<file path="src/rtl/pipeline_hazard_ctrl_pkg.sv">
// Shared types and constants for the pipeline stall/flush scheduler.
// Latency: n/a (declarations only).
// Backpressure: n/a.
package pipeline_hazard_ctrl_pkg;

  // Default register address width of the core.
  localparam int REG_AW = 5;

  // Encoding of a bubble instruction loaded by a flush.
  localparam logic [31:0] NOP_INSTR = 32'h0000_0000;

  // Scheduler state encoding.
  typedef enum logic [1:0] {
    ST_IDLE     = 2'd0,
    ST_RUN      = 2'd1,
    ST_MEM_WAIT = 2'd2,
    ST_HALT     = 2'd3
  } state_t;

endpackage

</file>
<file path="src/rtl/pipeline_hazard_ctrl_hazard_detect.sv">
// Load-use comparator: flags a load in EX whose destination feeds the instruction in ID.
// Latency: purely combinational, zero cycles.
// Backpressure: none; the result is consumed by the scheduler in the same cycle.
module pipeline_hazard_ctrl_hazard_detect #(
  parameter int AW = 5
) (
  input  logic [AW-1:0] id_rs,
  input  logic [AW-1:0] id_rt,
  input  logic          ex_memread,
  input  logic [AW-1:0] ex_rt,
  output logic          load_use
);

  // Register 0 is hardwired to zero, so a load targeting it never creates a dependency.
  always_comb begin
    load_use = ex_memread && (ex_rt != '0) && ((ex_rt == id_rs) || (ex_rt == id_rt));
  end

endmodule

</file>
<file path="src/rtl/pipeline_hazard_ctrl.sv">
// Stall/flush scheduler for the 5-stage pipeline: load-use, taken-branch and data-memory wait states.
// Latency: controls are combinational from registered state, so stalls/flushes act in the same cycle.
// Backpressure: dmem_ready_i low freezes the pipe (up to MEM_TIMEOUT cycles, then HALT); optional counters via HAZARD_PERF_CNT_EN.
module pipeline_hazard_ctrl #(
  parameter int REG_AW      = 5,
  parameter int MEM_TIMEOUT = 16,
  parameter int TMO_W       = 5
) (
  input  logic              clk_i,
  input  logic              rst_i,
  input  logic              start_i,
  input  logic [REG_AW-1:0] id_rs_i,
  input  logic [REG_AW-1:0] id_rt_i,
  input  logic              ex_memread_i,
  input  logic [REG_AW-1:0] ex_rt_i,
  input  logic              branch_taken_i,
  input  logic              dmem_req_i,
  input  logic              dmem_ready_i,
  output logic              pc_write_o,
  output logic              if_id_stall_o,
  output logic              if_id_flush_o,
  output logic              id_ex_stall_o,
  output logic              id_ex_flush_o,
  output logic              ex_mem_stall_o,
  output logic              mem_wb_flush_o,
  output logic              busy_o,
  output logic              err_o
`ifdef HAZARD_PERF_CNT_EN
  ,
  output logic [31:0]       stall_cnt_o,
  output logic [31:0]       flush_cnt_o,
  output logic [31:0]       memwait_cnt_o
`endif
);

  import pipeline_hazard_ctrl_pkg::*;

  // Last wait count before the timeout fires, and the saturated value held afterwards.
  localparam logic [TMO_W-1:0] TMO_LAST = TMO_W'(MEM_TIMEOUT - 1);
  localparam logic [TMO_W-1:0] TMO_MAX  = TMO_W'(MEM_TIMEOUT);

  state_t           state;
  logic [TMO_W-1:0] wait_cnt;
  logic             load_use;
  logic             mem_hold;
  logic             lu_stall;
  logic             br_flush;

  pipeline_hazard_ctrl_hazard_detect #(
    .AW (REG_AW)
  ) u_hazard_detect (
    .id_rs      (id_rs_i),
    .id_rt      (id_rt_i),
    .ex_memread (ex_memread_i),
    .ex_rt      (ex_rt_i),
    .load_use   (load_use)
  );

  // Output decode: memory freeze beats load-use, which beats a taken branch.
  always_comb begin
    pc_write_o     = 1'b0;
    if_id_stall_o  = 1'b0;
    if_id_flush_o  = 1'b0;
    id_ex_stall_o  = 1'b0;
    id_ex_flush_o  = 1'b0;
    ex_mem_stall_o = 1'b0;
    mem_wb_flush_o = 1'b0;
    busy_o         = 1'b0;
    mem_hold       = 1'b0;
    lu_stall       = 1'b0;
    br_flush       = 1'b0;
    case (state)
      ST_RUN, ST_MEM_WAIT: begin
        busy_o = 1'b1;
        // In MEM_WAIT only ready matters; in RUN a zero-wait access (req and ready) is not a stall.
        if (state == ST_MEM_WAIT) mem_hold = !dmem_ready_i;
        else                      mem_hold = dmem_req_i && !dmem_ready_i;
        if (mem_hold) begin
          if_id_stall_o  = 1'b1;
          id_ex_stall_o  = 1'b1;
          ex_mem_stall_o = 1'b1;
          mem_wb_flush_o = 1'b1;
        end else if (load_use) begin
          // The branch, if any, re-resolves once the bubble has been inserted.
          lu_stall      = 1'b1;
          if_id_stall_o = 1'b1;
          id_ex_flush_o = 1'b1;
        end else begin
          br_flush      = branch_taken_i;
          pc_write_o    = 1'b1;
          if_id_flush_o = branch_taken_i;
        end
      end
      default: begin
        if_id_stall_o  = 1'b1;
        id_ex_stall_o  = 1'b1;
        ex_mem_stall_o = 1'b1;
      end
    endcase
  end

  // Scheduler state, data-memory wait counter and sticky timeout flag.
  always_ff @(posedge clk_i or negedge rst_i) begin
    if (!rst_i) begin
      state    <= ST_IDLE;
      wait_cnt <= '0;
      err_o    <= 1'b0;
    end else begin
      case (state)
        ST_IDLE: begin
          if (start_i) state <= ST_RUN;
        end
        ST_RUN: begin
          // An access that starts waiting is finished even if start_i drops.
          if (dmem_req_i && !dmem_ready_i) begin
            state    <= ST_MEM_WAIT;
            wait_cnt <= TMO_W'(1);
          end else if (!start_i) begin
            state <= ST_IDLE;
          end
        end
        ST_MEM_WAIT: begin
          if (dmem_ready_i) begin
            state    <= ST_RUN;
            wait_cnt <= '0;
          end else if (wait_cnt >= TMO_LAST) begin
            state    <= ST_HALT;
            wait_cnt <= TMO_MAX;
            err_o    <= 1'b1;
          end else begin
            wait_cnt <= wait_cnt + TMO_W'(1);
          end
        end
        default: begin
          state <= ST_HALT;
        end
      endcase
    end
  end

`ifdef HAZARD_PERF_CNT_EN
  // Event counters; they only see events in RUN/MEM_WAIT so they freeze in IDLE and HALT.
  always_ff @(posedge clk_i or negedge rst_i) begin
    if (!rst_i) begin
      stall_cnt_o   <= '0;
      flush_cnt_o   <= '0;
      memwait_cnt_o <= '0;
    end else begin
      if ((state == ST_RUN) && lu_stall) stall_cnt_o   <= stall_cnt_o + 32'd1;
      if (br_flush)                      flush_cnt_o   <= flush_cnt_o + 32'd1;
      if (state == ST_MEM_WAIT)          memwait_cnt_o <= memwait_cnt_o + 32'd1;
    end
  end
`endif

endmodule

</file>
<file path="config.mk">
export PLATFORM = sky130hd
export DESIGN_NAME = pipeline_hazard_ctrl
export DESIGN_NICKNAME = d
export VERILOG_FILES = /design/src/rtl/pipeline_hazard_ctrl_pkg.sv /design/src/rtl/pipeline_hazard_ctrl_hazard_detect.sv /design/src/rtl/pipeline_hazard_ctrl.sv
export SDC_FILE = /design/constraint.sdc
export NUM_CORES = 1
export LEC_CHECK = 0
export ABC_CLOCK_PERIOD_IN_PS = 4100
export CORE_UTILIZATION = 45
export CTS_CLUSTER_SIZE = 16
export DETAILED_ROUTE_END_ITERATION = 12
export GPL_TIMING_DRIVEN = 0
export PLACE_DENSITY = 0.81
export SLEW_MARGIN = 25
export SYNTH_ARGS = -nofsm -noshare
export SYNTH_HDL_FRONTEND = slang
export SYNTH_HIERARCHICAL = 1
export SYNTH_SLANG_ARGS = --single-unit
</file>
<file path="constraint.sdc">
create_clock -name clk_i -period 4.1 [get_ports clk_i]
set_input_delay 0.41 -clock clk_i [delete_from_list [all_inputs] [get_ports clk_i]]
set_output_delay 0.41 -clock clk_i [all_outputs]
set_load 0.01 [all_outputs]
</file>
==> impl_metrics.yaml <==
critical_path:
  path_max_fanout: 4
  crit_chain: "clkdlybuf4s50_1 -> or4_1 -> o21ai_1 -> a21oi_1 -> or2_2 -> clkdlybuf4s50_1"
  startpoint: "ex_rt_i[1]"
  required_ns: 3.69
  r2r-end: "state[0]$_DFFE_PN0P_"
  r2r_start: "wait_cnt[0]$_DFFE_PN0P_"
  crit_path_end_kind: "output port"
  slowest_delay_ns: 0.55
  crit_top_cell: "clkdlybuf4s50_1"
  crit_arrival_ns: 2.45
  critPathLaunchType: "input port"
  crit_type: "input port to output port"
  r2r_setup_slack_ns: 2.07
  crit_slowest_cell: "or4_1"
  worstRegToRegCells: 7
synth:
  synthTopCellsByCount: "dfrtp_1, inv_1, ha_1, xor2_1, nand3_1"
  ys.warnings.count: 6
  yosysTopAreaCell: "dfrtp_1"
  synth_area_per_cell_um2: 9.10
  netlist_area_um2: 737
  yosys.area.top_type_share_pct: 27.2
  syn_nets: 110
  synth-seq-cells: 8
  netlist_instances: 81
  synthFlopType: "dfrtp_1"
  seq_area_frac_synth_pct: 27.2
  ys_types: 38
  synth_area_leaders: "dfrtp_1, ha_1, xor2_1, xnor2_1, inv_1"
  synth_edf_count: 0
  synthArstFlopShare_pct: 100
outcome:
  status: "completed"
global_route:
  grt_pass1_vias: 687
  antenna_found_initial: 0
  grt_max_degree: 9
  gr-total-overflow: 0
  track_usage_pct: 21.4
  grt_pass1_wl_mm: 2.88
sta:
  drv_slew: 0
  tightestPinTransition_ns: 0.524
  final_hold_viol_count: 0
  worst_slack_ns: 1.24
  post-route-period-util_pct: 69.7
  fmax_mhz: 350
  relSlewSlack_pct: 64.6
  finalSetupTns_ns: 0
  min_period_ns: 2.86
  rsz0062_at_grt: "no"
  fin_worst_skew_ns: 0.00302
  setup_viol: 0
clocking:
  cts_max_path_buffers: 2
  tritoncts: "built"
  cts_resized: 0
  clk_pin_slew_ns: 0.06
  cts_sinks: 8
  cts-root-buf: "clkbuf_4"
  h-tree-depth: 1
  cts_hold_buffers: 0
  numCtsBuffers: 3
  insertion_delay_ns: 0.26
  postCtsSetupRepairBufs: 0
place:
  place_area_um2: 1060
  gp_congestion: 0.866
  dp_slack_ns: 1.24
  port_buffers: 30
  dp_cells: 127
  place_hpwl_mm: 1.46
layout:
  drive_above_1_share_pct: 7.89
  final_cells: 130
  fin_area_um2: 1080
  area_growth_pct: 46.5
  antenna_cells: 0
  nets: 145
floorplan:
  boundaryPins: 31
  initial_core_util_pct: 48.4
  num_rows: 14
  core-area_um2: 1520
  dieArea_um2: 1800
  die_w_um: 42.5
  die_h_um: 42.5
routing:
  drt-initial-drc-count: 27
  vias: 731
  ant_nets: 0
  via_per_inst: 5.62
  wl_per_cell_um: 13.2
  drc_errors: 0
  first_pass_iters: 4
  wirelength_mm: 1.72
job:
  max_cap_violations: 0
power:
  clkPwrFrac_pct: 11.6
  p_total_uw: 544
  power_frac_seq_pct: 22.6
  p_int_uw: 330
  power_leakage_nw: 0.442
  p_sw_share_pct: 39.4
  peakVddDrop_uv: 246
  p_sw_uw: 214
  comb_power_share_pct: 65.8
  power.density_nw_per_um2: 504
hold_path:
  hold_class: "input port to asynchronous set/reset pin"
-- final cells by class --
type	count	area, um^2
tap	16	20.0
clock buffer	3	22.5
timing repair buffer	30	300
buffer	1	7.51
sequential	8	200
inverter	8	30.0
multi-input combinational	64	499
fill	122	444
-- routing by layer --
layer | routed length [um] | GRT usage, % | part of all wire (%) | up-vias
met5 | 0 | 0 | 0 | -
met4 | 22 | 9.38 | 1.3 | 0
met3 | 81 | 2.59 | 4.7 | 3
met2 | 841 | 34.5 | 49 | 25
met1 | 771 | 28.5 | 45 | 337
li1 | - | - | - | 366
-- sequential cells by signal (all words and copies together), names as in the netlist --
register / flops
wait_cnt: 5
state: 2
err_o: 1
-- how the worst max path moves through the flow --
stage	depth (start not counted)	slack, ns	end
6_report	6	1.24	if_id_stall_o
3_3_place_gp	6	1.28	if_id_stall_o
4_1_cts	6	1.23	if_id_flush_o
2_1_floorplan	7	2.20	wait_cnt[3]$_DFFE_PN0P_
3_5_place_dp	6	1.24	if_id_stall_o
5_1_grt	7	1.16	id_ex_flush_o
-- cells by family after synthesis --
group	share of synthesized area [%]
AND/OR/NAND/NOR	22.8
AO/OA/AOI/OAI	18.3
XOR/XNOR	11.9
buffers and inverters	5.09
flip-flops	27.2
adder cells (fa/ha/maj)	11.9
multiplexers	2.89
-- cells in the final DEF (no fill, tap or decap), types with 2 or more instances in the layout --
cell type        count
nand2_1              2
nor2_1               3
dfrtp_1              8
nand2b_1             3
inv_1                8
o21bai_1             2
clkbuf_4             3
nor3_1               4
ha_1                 7
a21oi_1              3
nand3_1              5
clkdlybuf4s50_1     30
xor2_1               6
xnor2_1              4
-- critical path: cells and delay by family --
family | cells | cell delay (ns)
buffers and inverters | 2 | 0.95
AND/OR/NAND/NOR | 2 | 0.86
AO/OA/AOI/OAI | 2 | 0.23
-- power by group through the flow --
stage	Combinational [mW]	Sequential, mW	Clock (mW)
2_1_floorplan	0.206	0.119	0
3_3_place_gp	0.351	0.122	0
3_5_place_dp	0.361	0.124	0
4_1_cts	0.362	0.122	0.0642
5_1_grt	0.395	0.126	0.0686
6_report	0.358	0.123	0.0631
-- metrics by stage --
step,hold slack (ns),utilization (%)
after floorplan,0.114,-
after global placement,0.464,69.4
after detailed placement,0.466,69.4
after CTS,0.437,70.9
after global routing,0.459,70.9
final,0.431,70.9
Power figures use the tool's default switching activity.
